File: src/rtl/snake_game_ctrl.sv
`default_nettype none
// ============================================================================
// Module      : snake_game_ctrl
// Description : Game sequencer for the VGA snake datapath. It turns frame
//               boundaries into single-cycle step strobes, buffers button
//               direction requests in a 2-entry queue and runs the
//               IDLE/RUN/PAUSED/DEAD game state machine.
// Ports       : clk50            - system clock
//               reset            - asynchronous active-high reset
//               vert_sync        - active-low vertical sync (synchronized here)
//               k0..k3           - active-low buttons: up, right, down, left
//               pause            - level pause request
//               collision        - 1-cycle pulse, head hit wall/body
//               food_eaten       - 1-cycle pulse, food consumed
//               step             - 1-cycle snake advance strobe
//               dir              - heading: 00 up, 01 right, 10 down, 11 left
//               game_state       - 00 IDLE, 01 RUN, 10 PAUSED, 11 DEAD
//               game_over        - high in DEAD
//               frames_per_step  - current step period in frames
// Revision    : 1.0 - initial release
// ============================================================================
module snake_game_ctrl #(
    parameter int FRAMES_PER_STEP_INIT = 8,
    parameter int FRAMES_PER_STEP_MIN  = 2,
    parameter int SPEEDUP_EVERY        = 4
) (
    input  logic       clk50,
    input  logic       reset,
    input  logic       vert_sync,
    input  logic       k0,
    input  logic       k1,
    input  logic       k2,
    input  logic       k3,
    input  logic       pause,
    input  logic       collision,
    input  logic       food_eaten,
    output logic       step,
    output logic [1:0] dir,
    output logic [1:0] game_state,
    output logic       game_over,
    output logic [3:0] frames_per_step
);

    localparam logic [3:0] c_fps_init   = 4'(FRAMES_PER_STEP_INIT);
    localparam logic [3:0] c_fps_min    = 4'(FRAMES_PER_STEP_MIN);
    localparam logic [3:0] c_food_limit = 4'(SPEEDUP_EVERY - 1);

    typedef enum logic [1:0] {
        ST_IDLE   = 2'b00,
        ST_RUN    = 2'b01,
        ST_PAUSED = 2'b10,
        ST_DEAD   = 2'b11
    } state_t;

    // ---------------- input conditioning ----------------
    logic [1:0] r_vs_sync;
    logic       r_vs_prev;
    logic [3:0] r_key_s1, r_key_s2, r_key_prev;
    logic [1:0] r_pause_sync;

    always_ff @(posedge clk50 or posedge reset) begin
        if (reset) begin
            r_vs_sync    <= 2'b11;
            r_vs_prev    <= 1'b1;
            r_key_s1     <= 4'hF;
            r_key_s2     <= 4'hF;
            r_key_prev   <= 4'hF;
            r_pause_sync <= 2'b00;
        end else begin
            r_vs_sync    <= {r_vs_sync[0], vert_sync};
            r_vs_prev    <= r_vs_sync[1];
            r_key_s1     <= {k3, k2, k1, k0};
            r_key_s2     <= r_key_s1;
            r_key_prev   <= r_key_s2;
            r_pause_sync <= {r_pause_sync[0], pause};
        end
    end

    logic       w_frame_edge;
    logic [3:0] w_press;
    logic       w_pause;
    logic       w_key_valid;
    logic [1:0] w_key_dir;

    assign w_frame_edge = r_vs_sync[1] & ~r_vs_prev;
    assign w_press      = r_key_prev & ~r_key_s2;
    assign w_pause      = r_pause_sync[1];

    // Button index equals its direction code; lowest index wins.
    always_comb begin
        w_key_valid = 1'b1;
        w_key_dir   = 2'd0;
        if      (w_press[0]) w_key_dir = 2'd0;
        else if (w_press[1]) w_key_dir = 2'd1;
        else if (w_press[2]) w_key_dir = 2'd2;
        else if (w_press[3]) w_key_dir = 2'd3;
        else                 w_key_valid = 1'b0;
    end

    // ---------------- game state ----------------
    state_t     r_state, w_state_nxt;
    logic       r_step, w_step_nxt;
    logic [1:0] r_dir, w_dir_nxt;
    logic       r_game_over, w_game_over_nxt;
    logic [3:0] r_fps, w_fps_nxt;
    logic [3:0] r_frame_cnt, w_frame_cnt_nxt;
    logic [3:0] r_food_cnt, w_food_cnt_nxt;
    logic [1:0] r_q0, r_q1, w_q0_nxt, w_q1_nxt;   // q0 is the head
    logic [1:0] r_q_cnt, w_q_cnt_nxt;

    logic       w_keys_open;
    logic       w_pop;
    logic [1:0] w_q0_p;
    logic [1:0] w_q_cnt_p;
    logic [1:0] w_ref;
    logic       w_accept;

    always_comb begin
        w_state_nxt     = r_state;
        w_step_nxt      = 1'b0;
        w_frame_cnt_nxt = r_frame_cnt;
        w_food_cnt_nxt  = r_food_cnt;
        w_fps_nxt       = r_fps;
        w_keys_open     = 1'b0;

        case (r_state)
            ST_IDLE: begin
                // Any press starts the game; it is queued only if it passes
                // the same heading filter used while running.
                w_keys_open = 1'b1;
                if (w_key_valid) w_state_nxt = ST_RUN;
            end
            ST_RUN: begin
                if (collision) begin
                    w_state_nxt = ST_DEAD;
                end else begin
                    if (food_eaten && (r_fps > c_fps_min)) begin
                        if (r_food_cnt >= c_food_limit) begin
                            w_food_cnt_nxt = 4'd0;
                            w_fps_nxt      = r_fps - 4'd1;
                        end else begin
                            w_food_cnt_nxt = r_food_cnt + 4'd1;
                        end
                    end
                    if (w_pause) begin
                        w_state_nxt = ST_PAUSED;
                    end else begin
                        w_keys_open = 1'b1;
                        if (w_frame_edge) begin
                            // >= keeps a speedup that lands mid-count from
                            // skipping past the terminal value.
                            if (r_frame_cnt >= r_fps - 4'd1) begin
                                w_step_nxt      = 1'b1;
                                w_frame_cnt_nxt = 4'd0;
                            end else begin
                                w_frame_cnt_nxt = r_frame_cnt + 4'd1;
                            end
                        end
                    end
                end
            end
            ST_PAUSED: begin
                if (!w_pause) w_state_nxt = ST_RUN;
            end
            default: ;  // DEAD: only reset leaves
        endcase

        // Pop happens before the new key is compared, so a full queue that
        // pops this cycle still has room for the press.
        w_pop     = w_step_nxt && (r_q_cnt != 2'd0);
        w_q0_p    = w_pop ? r_q1 : r_q0;
        w_q_cnt_p = r_q_cnt - {1'b0, w_pop};
        w_dir_nxt = w_pop ? r_q0 : r_dir;

        case (w_q_cnt_p)
            2'd0:    w_ref = w_dir_nxt;
            2'd1:    w_ref = w_q0_p;
            default: w_ref = r_q1;
        endcase

        w_accept = w_keys_open && w_key_valid && (w_q_cnt_p != 2'd2) &&
                   (w_key_dir != w_ref) && (w_key_dir != (w_ref ^ 2'b10));

        w_q0_nxt    = w_q0_p;
        w_q1_nxt    = r_q1;
        w_q_cnt_nxt = w_q_cnt_p;
        if (w_accept) begin
            if (w_q_cnt_p == 2'd0) w_q0_nxt = w_key_dir;
            else                   w_q1_nxt = w_key_dir;
            w_q_cnt_nxt = w_q_cnt_p + 2'd1;
        end

        w_game_over_nxt = (w_state_nxt == ST_DEAD);
    end

    always_ff @(posedge clk50 or posedge reset) begin
        if (reset) begin
            r_state     <= ST_IDLE;
            r_step      <= 1'b0;
            r_dir       <= 2'b01;
            r_game_over <= 1'b0;
            r_fps       <= c_fps_init;
            r_frame_cnt <= 4'd0;
            r_food_cnt  <= 4'd0;
            r_q0        <= 2'd0;
            r_q1        <= 2'd0;
            r_q_cnt     <= 2'd0;
        end else begin
            r_state     <= w_state_nxt;
            r_step      <= w_step_nxt;
            r_dir       <= w_dir_nxt;
            r_game_over <= w_game_over_nxt;
            r_fps       <= w_fps_nxt;
            r_frame_cnt <= w_frame_cnt_nxt;
            r_food_cnt  <= w_food_cnt_nxt;
            r_q0        <= w_q0_nxt;
            r_q1        <= w_q1_nxt;
            r_q_cnt     <= w_q_cnt_nxt;
        end
    end

    assign step            = r_step;
    assign dir             = r_dir;
    assign game_state      = r_state;
    assign game_over       = r_game_over;
    assign frames_per_step = r_fps;

endmodule
`default_nettype wire
File: config.mk
export PLATFORM = sky130hd
export DESIGN_NAME = snake_game_ctrl
export DESIGN_NICKNAME = d
export VERILOG_FILES = /design/src/rtl/snake_game_ctrl.sv
export SDC_FILE = /design/constraint.sdc
export NUM_CORES = 1
export LEC_CHECK = 0
export CORE_UTILIZATION = 60
export CTS_CLUSTER_SIZE = 8
export DETAILED_ROUTE_END_ITERATION = 12
export GPL_ROUTABILITY_DRIVEN = 0
export GPL_TIMING_DRIVEN = 0
export PLACE_DENSITY = 0.95
export SLEW_MARGIN = 20
export SYNTH_ARGS = -nofsm -noshare
export SYNTH_HDL_FRONTEND = slang
export SYNTH_SLANG_ARGS = --single-unit
File: constraint.sdc
create_clock -name clk50 -period 6.23 [get_ports clk50]
set_input_delay 0.9345 -clock clk50 [delete_from_list [all_inputs] [get_ports clk50]]
set_output_delay 0.9345 -clock clk50 [all_outputs]
set_load 0.01 [all_outputs]
==> results of run 1 <==
## layout by cell type, fill, tap and decap left out, types with 4 or more instances in the layout
cell type        Yosys  final
mux2i_1              4      4
xnor2_1              5      5
clkbuf_4             0      5
clkdlybuf4s50_1      0     19
nor2b_1              6      6
nor2_1              12     12
dfrtp_1             24     24
nand2b_1             7      7
inv_1               12     11
nand3_1              5      5
ha_1                12     12
o21ai_0             12     12
nor3_1               4      4
nand2_1              7      7
dfstp_2             17     17
## critical path, cell delays in order
cell	delay (ns)
clkdlybuf4s50_1	0.47
nor3_2	0.14
or4b_4	0.53
nor3_4	0.27
ha_1	0.23
xor2_1	0.22
inv_1	0.10
ha_1	0.22
nor4b_1	0.15
o21ai_1	0.32
a31oi_2	0.17
nor3b_2	0.28
mux2_1	0.35
## per-stage QoR
step                      area (um^2)  total power, mW  hold slack, ns
after detailed placement         2150            0.400           0.347
after global routing             2230            0.586           0.358
final                            2230            0.557           0.362
after CTS                        2230            0.560           0.365
after global placement           2150            0.390           0.333
after floorplan                  1910            0.373           0.331
## routing by layer
| metal | vias up | track usage, % |
|---|---|---|
| met5 | - | 0 |
| met4 | 0 | 7.48 |
| met3 | 6 | 6.81 |
| met2 | 27 | 37.8 |
| met1 | 627 | 28.6 |
| li1 | 616 | - |
## state kept, by name, summed over array words and instances, names as in the netlist, 4 cells and up, named ones only
| register | count |
|---|---|
| frames_per_step | 4 |
| r_food_cnt | 4 |
| r_frame_cnt | 4 |
| r_key_prev | 4 |
| r_key_s1 | 4 |
| r_key_s2 | 4 |
## area by class of cell
| type | count | area share, % |
|---|---|---|
| flip-flops and latches | 41 | 46.9 |
| well taps | 44 | 2.46 |
| clock inverters | 2 | 0.728 |
| repair buffers | 19 | 8.52 |
| plain buffers | 2 | 0.336 |
| clock buffers | 6 | 2.80 |
| inverters | 12 | 2.02 |
| multi-input cells | 108 | 36.2 |
## worst max path at each step
stage,startpoint,depth (start not counted),endpoint,slack [ns]
floorplan,collision,12,r_q_cnt[1]$_DFF_PP0_,2.55
global placement,collision,13,r_q_cnt[1]$_DFF_PP0_,1.85
detailed placement,collision,13,r_q_cnt[1]$_DFF_PP0_,1.71
CTS,collision,13,r_q_cnt[1]$_DFF_PP0_,2.10
global route,collision,13,r_q_cnt[1]$_DFF_PP0_,1.84
finish,collision,13,r_q_cnt[1]$_DFF_PP0_,2.09
## power by group
part	total, mW	switching, mW	internal (mW)
Combinational	0.0987	0.0555	0.0432
Clock	0.161	0.0917	0.0689
Sequential	0.298	0.0109	0.287
Total	0.557	0.158	0.399
## cells by family after synthesis
| kind of cell | count (synthesis) | synth area share, % |
|---|---|---|
| xor+xnor | 6 | 2.75 |
| flops | 41 | 54.8 |
| compound gates | 27 | 10.2 |
| simple gates | 57 | 18.3 |
| fa+ha+maj | 12 | 7.86 |
| buf+inv | 14 | 2.75 |
| mux | 6 | 3.28 |
==> impl_metrics.ini, run 1 <==
[global_routing]
grt_max_degree = 42
antenna_found_initial = 0
grt_overflow = 0
track_usage_pct = 22.7
grt_pass1_wl_um = 5640
grt_pass1_vias = 1234

[yosys]
syn_nets = 185
synth_commonest_cells = dfrtp_1 (24), dfstp_2 (17)
ys_async_sr_fraction_pct = 100
yosysTopAreaCell = dfrtp_1
synth_edf_count = 0
avgSynthCellArea_um2 = 11.7
synth_area_leaders = dfrtp_1 (31%), dfstp_2 (23%), ha_1 (7.9%)
synth_top_area_share_pct = 31.5
ys_ff_latch = 41
synth_seq_area_share_pct = 54.8
netlist_area_mm2 = 0.00191
synthFlopType = dfrtp_1
ys_warn_count = 0
synth_cell_types = 44
synthCells = 163
yosysMostFrequentCell = dfrtp_1

[clock_network]
clockBufferDepth = 2
root_buffer = clkbuf_4
cts_tree = yes
numCtsBuffers = 5
clock_sinks = 41
cts_resized = 0
clkTransAtPathRegs_ns = 0.13
clock_latency_ns = 0.36
h-tree-depth = 2
hold_buffers = 0
postCtsSetupBuffers = 0

[worst_hold_path]
hold_class = flip-flop to flip-flop
holdPathStages = 0
worstHoldStart = r_key_s1[0]$_DFF_PP1_
hold_path_end = r_key_s2[0]$_DFF_PP1_

[drt]
m1WireLength_um = 1520
dr_wl_met2_um = 1720
dr.pass1.iters = 4
via_per_inst = 5.45
highest_layer = met4
drtIter0Drc = 48
wl_met3_um = 116
ant_nets = 0
vias = 1276
wl_um = 3430
drcViolationCount = 0
wl_per_cell_um = 14.6

[pwr]
leakage_nw = 0.921
p_per_area_mw_per_mm2 = 249
vdd_drop_max_mv = 0.187

[timing]
fmax_ghz = 0.242
fin_crit_sh_pct = 66.4
worst_clock_skew_ns = 0.00999
maxSlewViolCount = 0
period_minus_slack_ns = 4.14
setup_viol = 0
rsz0062_at_grt = false
layout_setup_ws_ns = 2.09
relSlewSlack_pct = 44.1
final_hold_viol_count = 0
final.setup.tns_ns = 0
tightest_slew_ns = 0.818

[place]
io_buffers = 19
dp_hpwl_um = 2520
placed_cells_incl_taps = 226
dpl_worst_slack_ns = 1.71

[layout]
multi_input_comb_area_um2 = 810
diodes = 0
ff_latch_area_mm2 = 0.00105
drive_gt1_share_pct = 20.5
fin_util_pct = 73.8
fill_cells = 199
fin_cells = 234
fin_nets = 211
syn_to_final_growth_pct = 17.0

[worst_setup_path]
worst_ep_required_time_ns = 6.48
critPathLaunchType = primary input
critPathKind = primary input to flip-flop
r2r_cells = 10
crit_fanout = 5
reg2reg_to = r_q_cnt[1]$_DFF_PP0_
reg2reg_setup_slack_ns = 2.16
worstReg2RegStart = frames_per_step[0]$_DFFE_PP0P_
worstPathArrival_ns = 4.39
cp-end-kind = flip-flop

[floorplanning]
die_h_um = 58.4
die_w_um = 58.4
num_io_pins = 20
die_area_mm2 = 0.00341
fp.coreArea_mm2 = 0.00303
rows = 20
start_util_pct = 63.1

[status]
status = finished clean

[run]
drv_cap = 0
No activity file was read; power rests on OpenSTA's default activity.
==> run 2: changes to the inputs <==
--- a/config.mk
+++ b/config.mk
@@ -5,12 +5,12 @@
 export SDC_FILE = /design/constraint.sdc
 export NUM_CORES = 1
 export LEC_CHECK = 0
-export CORE_UTILIZATION = 60
+export CORE_UTILIZATION = 55
 export CTS_CLUSTER_SIZE = 8
 export DETAILED_ROUTE_END_ITERATION = 12
 export GPL_ROUTABILITY_DRIVEN = 0
 export GPL_TIMING_DRIVEN = 0
-export PLACE_DENSITY = 0.95
+export PLACE_DENSITY = 0.9
 export SLEW_MARGIN = 20
 export SYNTH_ARGS = -nofsm -noshare
 export SYNTH_HDL_FRONTEND = slang
==> constraint.sdc (replaced) <==
create_clock -name clk50 -period 4.3 [get_ports clk50]
set_input_delay 0.645 -clock clk50 [delete_from_list [all_inputs] [get_ports clk50]]
set_output_delay 0.645 -clock clk50 [all_outputs]
set_load 0.01 [all_outputs]
==> run 2 against run 1 <==
  * Register-to-register slack got worse by 1.9 ns
  * Routed wire length down 5.0%
  * Non-clock buffer count grew 1
  * First-iteration DRC count shrank 48%
  * Flip-flop and latch count unchanged
  * Cell count grew 1.3%
  * Critical endpoint unchanged
==> impl_metrics.ini, run 2 (synthesis gave the netlist of run 1 again) <==
[worst_setup_path]
cp-end-kind = flip-flop
critPathBufInv = 2
cp_cell_sequence = inv_1 > ha_1 > ha_1 > a2111oi_4 > nor3_4 > ha_1 > xor2_1 > inv_1 > ha_1 > nor4b_1 > o21ai_1 > a31oi_2 > nor3b_2 > mux2_1
crit_family = adder cells
worst_ep_required_time_ns = 4.55
cp_slowest_cell = a2111oi_4
critPathLaunchType = flip-flop
crit_fanout = 7
slowest_delay_ns = 0.57
worstPathArrival_ns = 4.24
cp_common_cell = ha_1
critPathKind = flip-flop to flip-flop

[floorplanning]
fp.coreArea_mm2 = 0.00334
num_io_pins = 20
rows = 21
start_util_pct = 57.2
die_h_um = 60.9
die_w_um = 60.9
die_area_mm2 = 0.00371

[clock_network]
cts_tree = yes
clock_sinks = 41
root_buffer = clkbuf_4
h-tree-depth = 2
hold_buffers = 0
clockBufferDepth = 2
clock_latency_ns = 0.35
clkTransAtPathRegs_ns = 0.12
postCtsSetupBuffers = 0
numCtsBuffers = 5

[layout]
fin_nets = 212
fill_cells = 243
drive_gt1_share_pct = 21.5
final_cell_mix = dfrtp_1 (24), clkdlybuf4s50_1 (19), dfstp_2 (17)
syn_to_final_growth_pct = 18.7
mostFrequentLayoutCell = dfrtp_1
fin_area_mm2 = 0.00227
diodes = 0

[place]
placed_cell_area_mm2 = 0.00218
dp_hpwl_um = 2470
io_buffers = 19

[pwr]
leakage_nw = 0.938
p_per_area_mw_per_mm2 = 356
p_total_uw = 807
vdd_drop_max_mv = 0.273

[drt]
dr.pass1.iters = 4
drtIter0Drc = 25
vias = 1276
drcViolationCount = 0
ant_nets = 0
wl_um = 3260
wl_per_cell_um = 13.7
via_per_inst = 5.38

[worst_hold_path]
hold_class = flip-flop to flip-flop

[timing]
worst_clock_skew_ns = 0.00399
period_minus_slack_ns = 4.00
relSlewSlack_pct = 60.5
tightest_slew_ns = 0.593
final.setup.tns_ns = 0
final_hold_viol_count = 0
fin_crit_sh_pct = 93.0
maxSlewViolCount = 0
rsz0062_at_grt = false
fmax_ghz = 0.250
setup_viol = 0

[global_routing]
grt_pass1_vias = 1235
use_met1_pct = 28.2
track_usage_pct = 21.2
grt_max_degree = 27
grt_util_met3_pct = 6.40
grt_overflow = 0
top_usage_layer = met2
antenna_found_initial = 0
grt_util_met2_pct = 34.1
grt_pass1_wl_um = 5620

[status]
status = finished clean

[run]
drv_cap = 0
## run 2: changes by cell type in the layout (fill, tap and decap cells not counted)
cell	previous run	this run
a2111oi_0	1	0
a2111oi_1	0	1
buf_16	0	1
clkinvlp_4	1	0
inv_4	0	1
nor2_1	12	11
nor2_2	0	1
## run 2: final timing paths
path / from / to / slack [ns] / cells after the start
max: frames_per_step[0]$_DFFE_PP0P_ / r_q_cnt[1]$_DFF_PP0_ / 0.30 / 14
min: r_pause_sync[0]$_DFF_PP0_ / r_pause_sync[1]$_DFF_PP0_ / 0.36 / 0
max reg2reg: frames_per_step[0]$_DFFE_PP0P_ / r_q_cnt[1]$_DFF_PP0_ / 0.30 / 14
min reg2reg: r_pause_sync[0]$_DFF_PP0_ / r_pause_sync[1]$_DFF_PP0_ / 0.36 / 0
max in group asynchronous: reset / dir[0]$_DFF_PP1_ / 3.21 / 3
min in group asynchronous: reset / r_q1[1]$_DFFE_PP0P_ / 0.57 / 2
## run 2: where the power goes
| part | leakage (nW) | switching (mW) | total [mW] | internal [mW] |
|---|---|---|---|---|
| combinational | 0.441 | 0.0807 | 0.147 | 0.0660 |
| sequential | 0.453 | 0.0161 | 0.432 | 0.416 |
| clock | 0.0439 | 0.128 | 0.228 | 0.100 |
| total | 0.938 | 0.225 | 0.807 | 0.582 |
## run 2: final cells by class
cell class	count	area [um^2]	area share (%)
repair buffers	20	218	9.61
multi-input cells	108	813	35.9
clock buffers	6	62.6	2.76
inverters	12	45.0	1.99
flip-flops and latches	41	1050	46.2
plain buffers	2	7.51	0.331
clock inverters	2	15.0	0.663
well taps	46	57.6	2.54
## run 2: layer usage
layer | wire, um | share of wire (%)
met1 | 1460 | 45
met2 | 1620 | 50
met3 | 138 | 4.2
met4 | 33 | 1.0
met5 | 0 | 0
## run 2: repair_timing
action / 4_1_cts / 5_1_grt
setup endpoints to repair: 0 / 2
resized for setup: 0 / 2
endpoints found under the hold margin: 0 / 0
## run 2: per-stage QoR
stage / worst slack, ns / hold slack [ns] / utilization, % / instances
CTS: 0.276 / 0.367 / 67.8 / 237
global placement: 0.211 / 0.333 / 64.6 / 228
finish: 0.303 / 0.364 / 67.9 / 237
detailed placement: 0.109 / 0.338 / 65.5 / 229
global route: 0.0517 / 0.368 / 67.9 / 237
floorplan: 0.656 / 0.331 / - / 163
==> run 3: changes to the inputs <==
--- a/config.mk
+++ b/config.mk
@@ -11,7 +11,6 @@
 export GPL_ROUTABILITY_DRIVEN = 0
 export GPL_TIMING_DRIVEN = 0
 export PLACE_DENSITY = 0.9
-export SLEW_MARGIN = 20
 export SYNTH_ARGS = -nofsm -noshare
 export SYNTH_HDL_FRONTEND = slang
 export SYNTH_SLANG_ARGS = --single-unit
==> run 3 against run 2 <==
  * Critical path depth is the same
  * Sequential power is essentially flat
  * Die area is the same
  * Non-clock buffer count shrank 1
  * Clock skew grew 0.010 ns
==> impl_metrics.ini, run 3 (synthesis gave the netlist of run 1 again) <==
[drt]
highest_layer = met4
m1WireLength_um = 1510
dr_wl_met2_um = 1740
wl_met3_um = 116
wl_per_cell_um = 14.6
vias = 1301
drtIter0Drc = 41
wl_um = 3440
drcViolationCount = 0
ant_nets = 0
dr.pass1.iters = 4
via_per_inst = 5.51

[worst_setup_path]
worstPathArrival_ns = 4.28
worst_ep_required_time_ns = 4.56
cp_cell_sequence = inv_1 > ha_1 > ha_1 > a2111oi_4 > nor3_4 > ha_1 > xor2_1 > inv_1 > ha_1 > nor4b_1 > o21ai_1 > a31oi_2 > nor3b_2 > mux2_1
slowest_delay_ns = 0.58
cp-end-kind = flip-flop
crit_family = compound AO/OA/AOI/OAI gates
critPathBufInv = 2
crit_fanout = 7
critPathKind = flip-flop to flip-flop
cp_common_cell = ha_1
cp_slowest_cell = a2111oi_4
critPathLaunchType = flip-flop

[floorplanning]
die_h_um = 60.9
fp.coreArea_mm2 = 0.00334
start_util_pct = 57.2
num_io_pins = 20
die_w_um = 60.9
die_area_mm2 = 0.00371
rows = 21

[place]
io_buffers = 19
placed_cells_incl_taps = 228
dp_hpwl_um = 2500

[timing]
setup_viol = 0
fin_crit_sh_pct = 93.6
final_hold_viol_count = 0
rsz0062_at_grt = false
final.setup.tns_ns = 0
worst_clock_skew_ns = 0.0140
fmax_ghz = 0.248
period_minus_slack_ns = 4.02
hold_slack_ns = 0.365
relSlewSlack_pct = 47.0
maxSlewViolCount = 0
tightest_slew_ns = 0.794

[clock_network]
h-tree-depth = 2
clock_sinks = 41
clockBufferDepth = 2
numCtsBuffers = 5
cts_tree = yes
postCtsSetupBuffers = 0
hold_buffers = 0
cts_resized = 0
clkTransAtPathRegs_ns = 0.13
clock_latency_ns = 0.36
root_buffer = clkbuf_4

[layout]
fin_cells = 236
diodes = 0
syn_to_final_growth_pct = 17.6
mostFrequentLayoutCell = dfrtp_1
fin_nets = 211
final_cell_mix = dfrtp_1 (24), clkdlybuf4s50_1 (19), dfstp_2 (17)
drive_gt1_share_pct = 21.1

[pwr]
vdd_drop_max_mv = 0.244
power_frac_comb_pct = 17.3
leakage_nw = 0.923
netSwitchingFraction_pct = 27.6
p_per_area_mw_per_mm2 = 370
pwr-share-clk_pct = 30.8
p_int_uw = 602
power_switching_uw = 229
p_seq_share_pct = 51.9

[global_routing]
grt_overflow = 0
grt_max_degree = 42
antenna_found_initial = 0
grt_pass1_vias = 1247
grt_pass1_wl_um = 5600
track_usage_pct = 21.4

[status]
status = finished clean

[run]
drv_cap = 0

[worst_hold_path]
hold_class = flip-flop to flip-flop
-- run 3: final timing paths --
kind | depth (start not counted) | from | slack [ns] | end
min in group asynchronous | 2 | reset | 0.74 | r_q_cnt[0]$_DFF_PP0_
hold reg to reg | 0 | r_key_s2[3]$_DFF_PP1_ | 0.36 | r_key_prev[3]$_DFF_PP1_
max in group asynchronous | 2 | reset | 3.05 | r_food_cnt[0]$_DFFE_PP0P_
setup reg to reg | 14 | frames_per_step[0]$_DFFE_PP0P_ | 0.28 | r_q_cnt[1]$_DFF_PP0_
hold / removal | 0 | r_key_s2[3]$_DFF_PP1_ | 0.36 | r_key_prev[3]$_DFF_PP1_
setup / recovery | 14 | frames_per_step[0]$_DFFE_PP0P_ | 0.28 | r_q_cnt[1]$_DFF_PP0_
-- run 3: worst reg2reg max path: stages (launching register included) --
cell and delay (ns):
dfrtp_1 0.41, inv_1 0.16, ha_1 0.29, ha_1 0.32
a2111oi_4 0.58, nor3_4 0.15, ha_1 0.23, xor2_1 0.22
inv_1 0.10, ha_1 0.21, nor4b_1 0.14, o21ai_1 0.31
a31oi_2 0.17, nor3b_2 0.30, mux2_1 0.35
-- run 3: area by class of cell --
class	count	area [um^2]
plain buffers	2	7.51
inverters	12	45.0
fillers	250	1090
clock buffers	5	37.5
flip-flops and latches	41	1050
clock inverters	3	46.3
repair buffers	19	190
multi-input cells	108	813
well taps	46	57.6
-- run 3: metal layers --
| metal | up-vias | track usage [%] |
|---|---|---|
| met5 | - | 0 |
| met1 | 641 | 26.3 |
| li1 | 615 | - |
| met3 | 7 | 4.48 |
| met2 | 38 | 35.8 |
| met4 | 0 | 10.7 |
-- run 3: power by group through the flow --
stage          Combinational, mW  Sequential, mW  Clock, mW
3_5_place_dp               0.141           0.437          0
3_3_place_gp               0.130           0.435          0
6_report                   0.144           0.431      0.256
2_1_floorplan              0.108           0.433          0
5_1_grt                    0.162           0.434      0.279
4_1_cts                    0.143           0.430      0.258
-- run 3: metrics by stage --
stage,total power [mW],worst slack [ns],utilization [%],area (um^2)
finish,0.831,0.275,67.3,2240
CTS,0.831,0.261,67.2,2240
detailed placement,0.579,0.0761,64.6,2160
global route,0.874,0.0625,67.3,2240
global placement,0.565,0.211,64.6,2160
floorplan,0.541,0.656,-,1910
